==> config.mk <==
export PLATFORM = sky130hd
export DESIGN_NAME = pipe_stage_reg
export DESIGN_NICKNAME = d
export VERILOG_FILES = /design/src/rtl/pipe_stage_reg.sv
export SDC_FILE = /design/constraint.sdc
export NUM_CORES = 1
export LEC_CHECK = 0
export ABC_AREA = 1
export BUFFER_PORTS_ARGS = -buffer_cell sky130_fd_sc_hd__buf_2
export CAP_MARGIN = 30
export CORE_MARGIN = 2
export CORE_UTILIZATION = 58
export CTS_CLUSTER_DIAMETER = 50
export DETAILED_ROUTE_END_ITERATION = 6
export PLACE_DENSITY = 0.9
export SLEW_MARGIN = 20
export SYNTH_ARGS = -nofsm -noshare
export SYNTH_HDL_FRONTEND = slang
export SYNTH_SLANG_ARGS = --single-unit
==> constraint.sdc <==
create_clock -name clk -period 2.1 [get_ports clk]
set_input_delay 0.42 -clock clk [delete_from_list [all_inputs] [get_ports clk]]
set_output_delay 0.42 -clock clk [all_outputs]
set_load 0.005 [all_outputs]
==> src/rtl/pipe_stage_reg.sv <==
// Inter-stage pipeline register with a 2-entry skid buffer, a registered ready and flush.
// Define PIPE_STAGE_PERF_EN to add saturating stall/bubble performance counters.
module pipe_stage_reg #(
  parameter int DATA_W  = 64,
  parameter int REG_W   = 3,
  parameter int SR1_LSB = 0,
  parameter int SR2_LSB = 3,
  parameter int DR_LSB  = 6,
  parameter int CNT_W   = 16
) (
  input  logic              clk,
  input  logic              reset,
  input  logic              flush,
  input  logic              in_valid,
  input  logic [DATA_W-1:0] in_data,
  output logic              in_ready,
  output logic              out_valid,
  output logic [DATA_W-1:0] out_data,
  input  logic              out_ready,
  output logic [REG_W-1:0]  sr1,
  output logic [REG_W-1:0]  sr2,
  output logic [REG_W-1:0]  dr
`ifdef PIPE_STAGE_PERF_EN
  ,
  output logic [CNT_W-1:0]  stall_cnt,
  output logic [CNT_W-1:0]  bubble_cnt
`endif
);

  // Handshake: a packet moves on any rising edge where valid & ready are both high;
  // the sender must hold valid and data stable until that edge, and ready never
  // depends combinationally on valid or on the downstream ready.
  typedef enum logic [1:0] {
    EMPTY = 2'b00,
    ONE   = 2'b01,
    FULL  = 2'b11
  } state_t;

  state_t            state;
  logic              skid_valid;
  logic [DATA_W-1:0] skid_data;
  logic              out_valid_nxt;
  logic              skid_valid_nxt;
  logic [DATA_W-1:0] out_data_nxt;
  logic [DATA_W-1:0] skid_data_nxt;
  logic              acc;
  logic              drn;

  assign state = state_t'({skid_valid, out_valid});
  assign acc   = in_valid & in_ready;
  assign drn   = out_valid & out_ready;

  always_comb begin
    out_valid_nxt  = out_valid;
    skid_valid_nxt = skid_valid;
    out_data_nxt   = out_data;
    skid_data_nxt  = skid_data;
    if (flush) begin
      // Data registers keep stale contents; only the valid bits are cleared.
      out_valid_nxt  = 1'b0;
      skid_valid_nxt = 1'b0;
    end else begin
      case (state)
        EMPTY: begin
          if (acc) begin
            out_data_nxt  = in_data;
            out_valid_nxt = 1'b1;
          end
        end
        ONE: begin
          if (acc && drn) begin
            out_data_nxt = in_data;
          end else if (acc) begin
            skid_data_nxt  = in_data;
            skid_valid_nxt = 1'b1;
          end else if (drn) begin
            out_valid_nxt = 1'b0;
          end
        end
        FULL: begin
          if (drn) begin
            out_data_nxt   = skid_data;
            skid_valid_nxt = 1'b0;
          end
        end
        default: begin
          out_valid_nxt  = 1'b0;
          skid_valid_nxt = 1'b0;
        end
      endcase
    end
  end

  always_ff @(posedge clk) begin
    if (reset) begin
      out_valid  <= 1'b0;
      skid_valid <= 1'b0;
      out_data   <= '0;
      skid_data  <= '0;
      in_ready   <= 1'b1;
    end else begin
      out_valid  <= out_valid_nxt;
      skid_valid <= skid_valid_nxt;
      out_data   <= out_data_nxt;
      skid_data  <= skid_data_nxt;
      in_ready   <= ~skid_valid_nxt;
    end
  end

  assign sr1 = out_data[SR1_LSB +: REG_W];
  assign sr2 = out_data[SR2_LSB +: REG_W];
  assign dr  = out_data[DR_LSB  +: REG_W];

`ifdef PIPE_STAGE_PERF_EN
  always_ff @(posedge clk) begin
    if (reset) begin
      stall_cnt  <= '0;
      bubble_cnt <= '0;
    end else begin
      if (out_valid && !out_ready && !(&stall_cnt)) begin
        stall_cnt <= stall_cnt + CNT_W'(1);
      end
      if (!out_valid && !flush && !(&bubble_cnt)) begin
        bubble_cnt <= bubble_cnt + CNT_W'(1);
      end
    end
  end
`endif

endmodule

==> summary.md, run 1 <==
| Metric | Value |
|---|---|
| Primary FF master, synth | `dfxtp_1` |
| Crit path launch | `skid_valid` |
| Critical path arrival | `1.95 ns` |
| Grt ovf | `0` |
| Post-synthesis async set-or-reset flop share | `0` |
| CTS-repair resized insts | `0` |
| Final Cycle Share | `0.715` |
| Int Pwr | `5080 uW` |
| Synthesized area per cell | `6.36 sq um` |
| Number of buffers added on ports | `143` |
| Min-Delay Path Class | `input port to flop` |
| Clock network latency to the later pin of the worst-skew pair | `0.51 ns` |
| Min Tclk post-route | `1.50 ns` |
| Sw power | `1570 uW` |
| Reg power frac | `0.399` |
| Slew at the pin closest to its max-slew limit | `0.736 ns` |
| Core Region | `0.0107 sq mm` |
| Worst-path clk slew | `0.06 ns` |
| Setup violators final | `0` |
| Vias in the first global route | `5639` |
| Crit path capture type | `flop` |
| Type of origin of the critical path | `flop` |
| CTS Sinks | `131` |
| Slew margin rel. | `0.510` |
| Max rail drop VDD | `613 uV` |
| Gpl congestion | `0.754` |
| Final wirelength | `15.4 mm` |
| Max FO, Critical Path | `64` |
| Distinct cells, synth | `16` |
| Synth Instances | `994` |
| # diodes | `0` |
| Syn nets | `1063` |
| R2R depth | `5` |
| R2R Path Start | `skid_valid` |
| Worst path required time | `2.55 ns` |
| Root Driver | `clkbuf_8` |
| FP Rows | `38` |
| Routed length per placed instance | `12.4 microns` |
| Post-DRT Antenna Nets | `0` |
| Top Ports | `144` |
| Power Total | `6650 uW` |
| Layout net count | `1159` |
| Die Ht | `108 microns` |
| Post-synth top area share | `0.415` |
| Achievable Freq | `666 MHz` |
| Post-DP HPWL | `8.51 mm` |
| Initial antenna violation count | `0` |
| Vias | `6195` |
| CTS tree | `yes` |
| H-tree depth | `4` |
| Clock Skews | `0.0122 ns` |
| Initial Util | `0.588` |
| PnR worst setup slack | `0.599 ns` |
| Hold Crit Start | `reset` |
| Status | `finished, final reports clean` |
| First-pass GRT wire length | `25.4 mm` |
| Clock power frac | `0.501` |
| Sequential cell area fraction in the yosys report | `0.415` |
| Drt via density | `4.98` |
| Dominant cell type by area after synthesis | `dfxtp_1` |
| Setup WS pre-CTS | `0.492 ns` |
| Synth Warn # | `0` |
| GRT Overall Usage | `0.267` |
| Largest net degree at the start of global routing | `83` |
| Die X | `108 microns` |
| Cell area power density | `867 mW/mm^2` |
| Initial drt markers | `618` |
| Fraction of layout cells with a size suffix above 1 | `0.173` |
| Mapped Area | `0.00632 sq mm` |
| Lkg Pwr | `0.00411 uW` |
| Max Transition Viols Final | `0` |
| Hold Path Cell Cnt | `3` |
| RSZ-0062 raised after global routing | `no` |
| Max Root-Sink Buffers | `2` |
| Combinational power share | `0.100` |
| Synth top area cells | `dfxtp_1 (41%), nand2_1 (19%), nor2_1 (15%), nand3b_1 (7.6%), nand3_1 (5.2%)` |
| Die ar. | `0.0118 sq mm` |
| First-pass DRT Iterations | `6` |
| Sw Share | `0.235` |
| Post-synth top cells | `nand2_1 (326), nor2_1 (257), dfxtp_1 (131), inv_1 (69), nand3_1 (66)` |
| Area Growth Syn to Fin | `21.3%` |
| Max cap viols | `0` |
| CP Class | `flop to flop` |
| Num CTS Buffers | `17` |
| Synthesis-stage register bit count | `131` |
| Final Hold Viols | `0` |
| DRC | `0` |
| Number of synthesized flops with an enable pin | `0` |
| Post-CTS Setup Bufs | `0` |
| Most frequent cell after synthesis | `nand2_1` |
| Hold buffer count at cts | `0` |
| Setup TNS Final | `0 ns` |
## area by class of cell
class | instances | area [sq um]
clock inverter | 12 | 228
sequential | 131 | 2630
timing repair buffer | 153 | 891
tap | 140 | 175
multi-input combinational | 717 | 3050
inverter | 70 | 265
clock buffer | 20 | 435
fill | 909 | 3080
## power by group through the flow
stage	Sequential (uW)	Clock, uW	Combinational (uW)
floorplan	2710	0	411
global placement	2700	0	646
global route	2660	3470	759
CTS	2650	3360	668
detailed placement	2700	0	659
finish	2650	3330	666
## flip-flops by register name (all words and copies together), names as in the netlist
signal      cells
out_data       64
skid_data      64
skid_valid      1
in_ready        1
out_valid       1
## per-stage QoR
step	instance area, sq um	util	hold WS, ns	cells
2_1_floorplan	6320	-	0.441	994
3_3_place_gp	7010	0.652	0.448	1211
4_1_cts	7670	0.714	0.205	1243
3_5_place_dp	7010	0.652	0.459	1211
5_1_grt	7670	0.714	0.218	1243
6_report	7670	0.714	0.226	1243
## worst max-delay path: stages (launching register included)
cell and delay, ns:
dfxtp_2 0.35, buf_4 0.56, nand3_1 0.19, nand2_1 0.12
nor2_1 0.05, nor2_1 0.11
## logic make-up (layout without fill, tap and decap cells)
| kind of cell | count (synthesis) | count (layout) | synth area share |
|---|---|---|---|
| AOI/OAI and AO/OA | 2 | 2 | 0.00198 |
| and+or+nand+nor | 715 | 715 | 0.478 |
| DFF | 131 | 131 | 0.415 |
| buffers and inverters | 146 | 255 | 0.105 |
## final timing paths
kind,end,slack [ns]
setup / recovery,out_data[50],0.60
hold / removal,in_ready,0.23
setup reg to reg,out_data[50],0.60
hold reg to reg,skid_data[2],0.47
## routing by layer
layer	global-route usage	up-vias	routed length, microns
met1	0.348	2755	6690
li1	-	3188	-
met4	0.0897	0	150
met5	0	-	0
met2	0.432	238	7320
met3	0.0675	14	1270
## layout by cell type (no fill, tap or decap), drive strengths merged
master | netlist | routed
a21oi | 1 | 1
buf | 53 | 153
bufinv | 0 | 6
clkbuf | 23 | 20
clkinv | 0 | 4
clkinvlp | 0 | 1
dfxtp | 131 | 131
inv | 70 | 71
nand2 | 326 | 326
nand3 | 66 | 66
nand3b | 64 | 64
nor2 | 258 | 258
nor3 | 1 | 1
o21a | 1 | 1
No activity file was read; power rests on OpenSTA's default activity.
==> run 2, diff against run 1 <==
--- a/config.mk
+++ b/config.mk
@@ -9,10 +9,10 @@
 export BUFFER_PORTS_ARGS = -buffer_cell sky130_fd_sc_hd__buf_2
 export CAP_MARGIN = 30
 export CORE_MARGIN = 2
-export CORE_UTILIZATION = 58
+export CORE_UTILIZATION = 49
 export CTS_CLUSTER_DIAMETER = 50
 export DETAILED_ROUTE_END_ITERATION = 6
-export PLACE_DENSITY = 0.9
+export PLACE_DENSITY = 0.81
 export SLEW_MARGIN = 20
 export SYNTH_ARGS = -nofsm -noshare
 export SYNTH_HDL_FRONTEND = slang
==> constraint.sdc (replaced) <==
create_clock -name clk -period 1.3 [get_ports clk]
set_input_delay 0.26 -clock clk [delete_from_list [all_inputs] [get_ports clk]]
set_output_delay 0.26 -clock clk [all_outputs]
set_load 0.005 [all_outputs]
==> run 2 against run 1 <==
The flow now finishes with violations (setup timing). Sequential power rose by 62%. Via count increased by 2.2%. Worst setup slack lost 0.71 ns. Core utilization down 6.3 points. Maximum frequency increased by 6.4%. Count of clock-buffer cells in the layout rose by 6. Largest power group is now sequential cells.
==> summary.md, run 2 (same netlist as run 1, synthesis figures left out) <==
| Metric | Value |
|---|---|
| Status | `finished, violations left` |
| Violated checks | `setup timing` |
| Cell area power density | `1190 mW/mm^2 (+37%)` |
| Crit path launch | `skid_valid` |
| Final Hold Viols | `0 (unchanged)` |
| Area Growth Syn to Fin | `29.8%` |
| # diodes | `0 (unchanged)` |
| Largest regs | `out_data: 64 flops, skid_data: 64 flops` |
| Lkg Pwr | `0.00435 uW (+6.0%)` |
| R2R Path Start | `skid_valid` |
| Worst-path clk slew | `0.05 ns (about the same)` |
| Setup WS pre-CTS | `-0.0498 ns (-0.542 ns)` |
| Initial Util | `0.501 (-0.0874)` |
| Gpl congestion | `0.748 (-0.74%)` |
| Register area | `0.00263 sq mm (+0.24%)` |
| Critical path arrival | `1.76 ns (-0.19 ns)` |
| Die ar. | `0.0138 sq mm (+18%)` |
| Fraction of layout cells with a size suffix above 1 | `0.215 (+0.0416)` |
| GRT Overall Usage | `0.236 (-0.0315)` |
| Cell total after placement | `1265 (+4.5%)` |
| Uppermost routed layer | `met4` |
| Clock network latency to the later pin of the worst-skew pair | `0.42 ns (-0.09 ns)` |
| RSZ-0062 raised after global routing | `yes` |
| Non-Filler Instances | `1313 (+5.6%)` |
| Crit path capture type | `flop` |
| Vias in the first global route | `5629 (-0.18%)` |
| Routed wl met2 | `7.79 mm (+6.5%)` |
| Largest net degree at the start of global routing | `60 (-28%)` |
| Grt ovf | `0 (unchanged)` |
| Routed length per placed instance | `12.7 microns (+2.4%)` |
| Drt via density | `4.82 (-3.3%)` |
| Top Ports | `144 (unchanged)` |
| Fill cells | `1140 (+25%)` |
| Slew margin rel. | `0.692 (+0.183)` |
| First-pass GRT wire length | `26.8 mm (+5.5%)` |
| H-tree depth | `4 (unchanged)` |
| R2R setup slack | `-0.11 ns (-0.71 ns)` |
| FP Rows | `41 (+7.9%)` |
| Die X | `118 microns (+8.5%)` |
| DR WL met3 | `1.04 mm (-19%)` |
| First-pass DRT Iterations | `5 (-1)` |
| Post-DRT Antenna Nets | `0 (unchanged)` |
| Max Transition Viols Final | `0 (unchanged)` |
| Commonest non-fill, non-tap cell in the layout | `nand2_1` |
| Worst path required time | `1.65 ns (-0.90 ns)` |
| Num CTS Buffers | `17 (unchanged)` |
| Min-Delay Path Class | `input port to flop` |
| CTS tree | `yes` |
| Commonest cells after routing, fill and taps aside | `nand2_1 (323), nor2_1 (241), buf_2 (142)` |
| R2R depth | `8 (+3)` |
| Max Root-Sink Buffers | `2 (unchanged)` |
| Slew at the pin closest to its max-slew limit | `0.461 ns (-0.274 ns)` |
| Min Tclk post-route | `1.41 ns (-0.0901 ns)` |
| Final Cycle Share | `1.09 (+0.371)` |
| Root Driver | `clkbuf_16` |
| Max FO, Critical Path | `7 (-89%)` |
| Fin util | `0.651 (-0.0631)` |
| Die Ht | `118 microns (+8.5%)` |
| Initial drt markers | `584 (-5.5%)` |
| Max cap viols | `0 (unchanged)` |
| Core Region | `0.0126 sq mm (+17%)` |
| DRC | `0 (unchanged)` |
| Initial antenna violation count | `0 (unchanged)` |
| Final wirelength | `16.7 mm (+8.2%)` |
| CP Class | `flop to flop` |
| Setup TNS Final | `-6.19 ns (-6.19 ns)` |
| Setup violators final | `120 (+120)` |
| Layout net count | `1198 (+3.4%)` |
| Crit path capture | `skid_data[6]` |
| Max rail drop VDD | `739 uV (+21%)` |
| Capture point of the worst reg-to-reg path | `skid_data[6]` |
| Area occupied by multi-input gates | `0.00314 sq mm (+3.1%)` |
| Met1 WL | `7.60 mm (+14%)` |
| CTS Sinks | `131 (unchanged)` |
| PnR worst setup slack | `-0.111 ns (-0.710 ns)` |
| Clock Skews | `0.00720 ns (-0.00502 ns)` |
| Number of buffers added on ports | `143 (unchanged)` |
| Vias | `6331 (+2.2%)` |
| Type of origin of the critical path | `flop` |
| Post-DP HPWL | `9.79 mm (+15%)` |
| Achievable Freq | `709 MHz (+6.4%)` |
-- run 2: report_power, final --
part,internal [uW],switching [uW],total (uW)
clock,2560,1700,4260
combinational,549,655,1200
sequential,4190,93.0,4280
-- run 2: worst min-delay path by stage --
stage / to / startpoint / slack, ns / cells past startpoint
4_1_cts: in_ready / reset / 0.12 / 3
3_5_place_dp: skid_data[15] / skid_data[15] / 0.46 / 2
5_1_grt: in_ready / reset / 0.14 / 3
3_3_place_gp: skid_data[14] / skid_data[14] / 0.45 / 2
6_report: in_ready / reset / 0.14 / 3
2_1_floorplan: in_ready / reset / 0.40 / 2
-- run 2: metrics by stage --
step	cell area, sq um	hold slack, ns	total power [uW]
after floorplan	6320	0.401	5040
after global placement	7300	0.449	5480
after detailed placement	7300	0.459	5490
after CTS	7990	0.123	9760
after global routing	8210	0.135	10100
final	8210	0.142	9740
-- run 2: routing by layer --
metal / GRT usage / up-vias
met5: 0 / -
met4: 0.0994 / 0
met3: 0.0499 / 24
met1: 0.303 / 2833
li1: - / 3266
met2: 0.383 / 208
-- run 2: layout make-up --
class / instances / share of cell area
well taps: 172 / 0.0262
clock buffers: 26 / 0.0596
inverters: 70 / 0.0329
clock inverters: 5 / 0.00335
repair buffers: 192 / 0.174
flip-flops and latches: 131 / 0.320
multi-input cells: 717 / 0.383
-- run 2: timing repair --
item | in CTS | in global routing
pin swaps | 0 | 4
hold buffers | 0 | 0
setup endpoints to repair | 65 | 129
gates resized for setup | 12 | 30
gates cloned | 3 | 5
buffers inserted | 5 | 5
-- run 2: critical path: stages (launching register included) --
cell and delay [ns]:
dfxtp_4 0.36, inv_4 0.06, nand3_4 0.06, buf_6 0.12
nor3_4 0.25, buf_6 0.18, clkbuf_16 0.16, nor2_1 0.04
nor2_1 0.10
